$ cat src/rtl/tinyqv_instr_prefetch.sv
// Instruction prefetch for the tiny45 core: halfword reads into a small FIFO,
// presenting a 32-bit instruction and its PC, with pop and branch-redirect handling.
module tinyqv_instr_prefetch #(
  parameter int unsigned          ADDR_BITS  = 24,
  parameter int unsigned          DEPTH_HW   = 4,
  parameter logic [ADDR_BITS-1:0] RESET_ADDR = '0
) (
  input  logic                 clk,
  input  logic                 rst,
  input  logic                 instr_complete,
  input  logic                 branch,
  input  logic [ADDR_BITS-1:0] branch_target,
  output logic [31:0]          instr,
  output logic [ADDR_BITS-1:0] pc,
  output logic                 instr_valid,
  output logic                 mem_req,
  output logic [ADDR_BITS-2:0] mem_addr,
  input  logic                 mem_ready,
  input  logic [15:0]          mem_data
);

  localparam int unsigned PTR_W = (DEPTH_HW > 1) ? $clog2(DEPTH_HW) : 1;
  localparam int unsigned CNT_W = $clog2(DEPTH_HW + 1);
  localparam logic [ADDR_BITS-1:0] RESET_PC = {RESET_ADDR[ADDR_BITS-1:1], 1'b0};

  logic [15:0]          fifo_q [DEPTH_HW];
  logic [CNT_W-1:0]     count_q, count_d;
  logic [PTR_W-1:0]     rd_ptr_q, rd_ptr_d;
  logic [PTR_W-1:0]     wr_ptr_q, wr_ptr_d;
  logic [ADDR_BITS-1:0] pc_q, pc_d;
  logic [ADDR_BITS-1:0] fetch_addr_q, fetch_addr_d;
  logic                 mem_req_q, mem_req_d;
  logic                 redirect, push, pop;
  logic                 unused_target_bit;

  assign unused_target_bit = branch_target[0];

  assign redirect = instr_complete && branch;
  assign push     = mem_req_q && mem_ready && !redirect;
  assign pop      = instr_complete && instr_valid && !branch;

  // Next-state for FIFO bookkeeping, PC, fetch address and request
  always_comb begin
    count_d      = count_q;
    rd_ptr_d     = rd_ptr_q;
    wr_ptr_d     = wr_ptr_q;
    pc_d         = pc_q;
    fetch_addr_d = fetch_addr_q;
    mem_req_d    = mem_req_q;
    if (redirect) begin
      count_d      = '0;
      rd_ptr_d     = '0;
      wr_ptr_d     = '0;
      pc_d         = {branch_target[ADDR_BITS-1:1], 1'b0};
      fetch_addr_d = {branch_target[ADDR_BITS-1:1], 1'b0};
      mem_req_d    = 1'b0;
    end else begin
      if (push) begin
        wr_ptr_d     = PTR_W'(wr_ptr_q + PTR_W'(1));
        fetch_addr_d = fetch_addr_q + ADDR_BITS'(2);
      end
      if (pop) begin
        rd_ptr_d = PTR_W'(rd_ptr_q + PTR_W'(2));
        pc_d     = pc_q + ADDR_BITS'(4);
      end
      count_d   = count_q + CNT_W'(push) - (pop ? CNT_W'(2) : CNT_W'(0));
      mem_req_d = (count_d < CNT_W'(DEPTH_HW));
    end
  end

  always_ff @(posedge clk) begin
    if (rst) begin
      count_q      <= '0;
      rd_ptr_q     <= '0;
      wr_ptr_q     <= '0;
      pc_q         <= RESET_PC;
      fetch_addr_q <= RESET_PC;
      mem_req_q    <= 1'b0;
    end else begin
      count_q      <= count_d;
      rd_ptr_q     <= rd_ptr_d;
      wr_ptr_q     <= wr_ptr_d;
      pc_q         <= pc_d;
      fetch_addr_q <= fetch_addr_d;
      mem_req_q    <= mem_req_d;
    end
  end

  // Halfword storage; contents beyond count are don't-care, so no reset
  always_ff @(posedge clk) begin
    if (push && !rst) begin
      fifo_q[wr_ptr_q] <= mem_data;
    end
  end

  assign instr       = {fifo_q[PTR_W'(rd_ptr_q + PTR_W'(1))], fifo_q[rd_ptr_q]};
  assign pc          = pc_q;
  assign instr_valid = (count_q >= CNT_W'(2));
  assign mem_req     = mem_req_q;
  assign mem_addr    = fetch_addr_q[ADDR_BITS-1:1];

endmodule

$ cat config.mk
export PLATFORM = sky130hd
export DESIGN_NAME = tinyqv_instr_prefetch
export DESIGN_NICKNAME = d
export VERILOG_FILES = /design/src/rtl/tinyqv_instr_prefetch.sv
export SDC_FILE = /design/constraint.sdc
export NUM_CORES = 1
export LEC_CHECK = 0
export ABC_AREA = 1
export BUFFER_PORTS_ARGS = -buffer_cell sky130_fd_sc_hd__buf_2
export CAP_MARGIN = 20
export CORE_MARGIN = 2
export CORE_UTILIZATION = 55
export CTS_CLUSTER_SIZE = 16
export DETAILED_ROUTE_END_ITERATION = 10
export PLACE_DENSITY_LB_ADDON = 0.05
export SETUP_SLACK_MARGIN = 0.1
export SYNTH_ARGS = -nofsm -noshare
export SYNTH_HDL_FRONTEND = slang
export SYNTH_SLANG_ARGS = --single-unit
export TNS_END_PERCENT = 5
$ cat constraint.sdc
create_clock -name clk -period 3.3 [get_ports clk]
set_clock_uncertainty 0.15 [all_clocks]
set_input_delay 0.66 -clock clk [delete_from_list [all_inputs] [get_ports clk]]
set_output_delay 0.66 -clock clk [all_outputs]
set_load 0.005 [all_outputs]
==> results.toml <==
[routing]
wire_per_inst_microns = 15.7
vias_per_cell = 5.42
firstDrtPassIters = 6
drt-total-wl_microns = 15200
vias = 5245
ant_nets = 0
drtIter0Drc = 282
drc_errors = 0

[clock_tree]
post_cts_buffers = 0
cts_buffers = 17
cts_sinks = 118
hold_buffers = 0
clock_latency_ps = 530
clk_pin_slew_ps = 60
cts_resized = 0
clockBufferDepth = 2
ctsRootBufferMaster = "clkbuf_8"
tritoncts = "built"
htreeDepth = 4

[sta]
finalCritPeriodShare_pct = 84.6
slew_headroom_pct = 45.6
setup_viol = 0
setup_ws_ps = 508
tns_ps = 0
fin_crit_ps = 2790
worst_pin_slew_ps = 815
hold_viol = 0
rsz0062_at_grt = "false"
max_freq_mhz = 358
slew_violations = 0

[synthesis]
yosys.area_share.simple_pct = 26.5
syn_avg_cell_area_sq_um = 8.49
yosys.area_share.adder_pct = 1.92
synth-compound-area-share_pct = 10.0
synth_top_family_by_area = "simple AND/OR/NAND/NOR gates"
syn_nets = 746
ys_seq_area_share_pct = 51.1
synth_top_area_share_pct = 32.7
synth_area_sq_um = 5870
synth_area_leaders = "edfxtp_1 (33%), dfxtp_1 (18%), nand2_1 (12%)"
ys_warn_count = 0
ys_seq_elements = 118
yosysTopAreaCell = "edfxtp_1"
synth_xor_area_share_pct = 0.298
muxShareOfSynthArea_pct = 3.07
ys_types = 38
syn_inst = 692

[job]
maxCapViolCount = 0

[critical_path]
cp.required_ps = 2490
path_common_cell = "nand2_1"
critPathMaxFanout = 18
max_stage_delay_ps = 490
critPathKind = "reg -> out"
critPathArrivalTime_ps = 1980
path_cells = "buf_4 > clkinv_1 > nand2_1 > nand2_1 > buf_2"
cp-start-kind = "register"
cp_top_family = "buffers and inverters"
crit_slowest_cell = "clkinv_1"
crit_path_end_kind = "output pin"
path_buf_inv = 3

[power_and_ir_drop]
peakVddDrop_v = 0.000353
leakage_uw = 0.00314
power_density_nw_per_um2 = 544

[finish]
antenna_cells = 0
fill_cells = 856
final_cell_area_sq_um = 7250
syn2layout_area_growth_pct = 23.4
multiInputGateArea_sq_um = 2460
seq_area_sq_um = 3000
nets = 873
drive_gt1_share_pct = 26.4

[place]
gp_congestion = 0.879
dp_slack_ps = 706
detailed_place.area_sq_um = 6610
port_buffers = 123
dp_hpwl_microns = 10500

[global_routing]
track_usage_pct = 26.9
grt_pass1_wl_microns = 24000
grt_pass1_vias = 5001
grt_overflow = 0
grt_start_max_net_pins = 34
antenna_found_initial = 1

[floorplanning]
die-area_sq_um = 11500
ios = 126
initial_core_util_pct = 56.9
dieHeight_microns = 107
rows = 37
core-area_sq_um = 10300
die_width_microns = 107

[run_status]
outcome = "completed"

[min_path]
hp-class = "in -> reg"
worst reg2reg max path, cell delays in order, from the launching register on:
cell     delay, ps
dfxtp_1        410
inv_2           40
nand2_1         60
nand2_1        160
nand2_1        560
inv_2          260
nor3_1         190
nand2_1         80
nand3_1         80
nand2_1         50
inv_1           60
Yosys cell counts, drive strengths merged:
master	number
nor3	5
or2	1
clkbuf	11
o22ai	3
o21a	1
nand2	191
o31ai	1
mux2	16
xnor2	2
nand3b	1
conb	1
edfxtp	64
nand3	66
nor4	1
ha	9
a211oi	1
o21bai	4
dfxtp	54
clkinv	1
a31oi	7
a21oi	42
nand4	13
o211ai	9
nor2	64
buf	15
inv	73
o21ai	36
per-stage QoR:
stage	total power, uW	instances	hold WS (ps)	utilization (%)
finish	3940	968	199	70.2
global route	4070	968	190	70.2
CTS	3950	968	189	70.2
detailed placement	1970	936	289	64.0
global placement	1960	936	277	64.0
floorplan	1840	692	292	-
flip-flops by register name, indices dropped and copies added, names as in the netlist, named ones only:
register	count
mem_req	1
fetch_addr_q	23
wr_ptr_q	2
count_q	3
pc	23
rd_ptr_q	1
fifo_q	64
final cells by class:
cell class / count / area share, %
flip-flops and latches: 118 / 41.4
multi-input cells: 474 / 33.9
repair buffers: 134 / 9.63
clock buffers: 18 / 5.76
inverters: 74 / 3.83
clock inverters: 14 / 3.07
well taps: 136 / 2.35
cells by family (layout without fill, tap and decap cells):
group,after synthesis,after routing
DFF,118,118
AOI/OAI and AO/OA,104,104
buffers and inverters,100,240
xor gates and xnor gates,2,2
other,1,1
and+or+nand+nor,342,342
adders and majority gates,9,9
muxes,16,16
power by group:
group          total [uW]  switching [uW]  internal, uW  leakage, uW
Combinational         289             175           114      0.00181
Sequential           1650            59.8          1590      0.00102
Clock                2000             691          1310     0.000306
cells in the final DEF (no fill, tap or decap), types with 3 or more instances in the layout:
| master | count |
|---|---|
| bufinv_16 | 5 |
| nor2_1 | 51 |
| inv_1 | 66 |
| o21ai_0 | 26 |
| nand3_2 | 5 |
| buf_4 | 11 |
| a21oi_1 | 38 |
| inv_6 | 3 |
| o22ai_1 | 3 |
| o211ai_1 | 9 |
| ha_1 | 9 |
| o21bai_1 | 4 |
| dfxtp_1 | 54 |
| o21ai_1 | 10 |
| clkbuf_16 | 16 |
| nand3_1 | 61 |
| nand2_1 | 182 |
| buf_2 | 123 |
| nor3_1 | 5 |
| nor2_2 | 4 |
| edfxtp_1 | 64 |
| inv_2 | 7 |
| mux2_2 | 16 |
| nand4_1 | 13 |
| a31oi_1 | 7 |
| a21oi_2 | 4 |
| clkinv_4 | 3 |
| nand2_2 | 7 |
| nor2_4 | 8 |
per-layer routing:
metal	up-vias	share of wire (%)	global-route usage (%)
met5	-	0.066	0
met4	2	2.5	10.8
met3	37	5.8	6.48
met2	179	50	47.2
met1	2454	41	31.7
li1	2573	-	-
worst paths after layout:
check / slack, ps / end / cells past startpoint / startpoint
hold / removal: 200 / fifo_q[0][15]$_DFFE_PP_ / 1 / mem_data[15]
setup / recovery: 510 / instr[18] / 5 / rd_ptr_q[1]$_SDFFE_PP0P_
setup reg to reg: 1150 / pc[15]$_SDFFE_PP0P_ / 10 / count_q[2]$_SDFF_PP0_
hold reg to reg: 300 / pc[1]$_SDFFE_PP0P_ / 2 / pc[1]$_SDFFE_PP0P_
No activity file was read; power rests on OpenSTA's default activity.
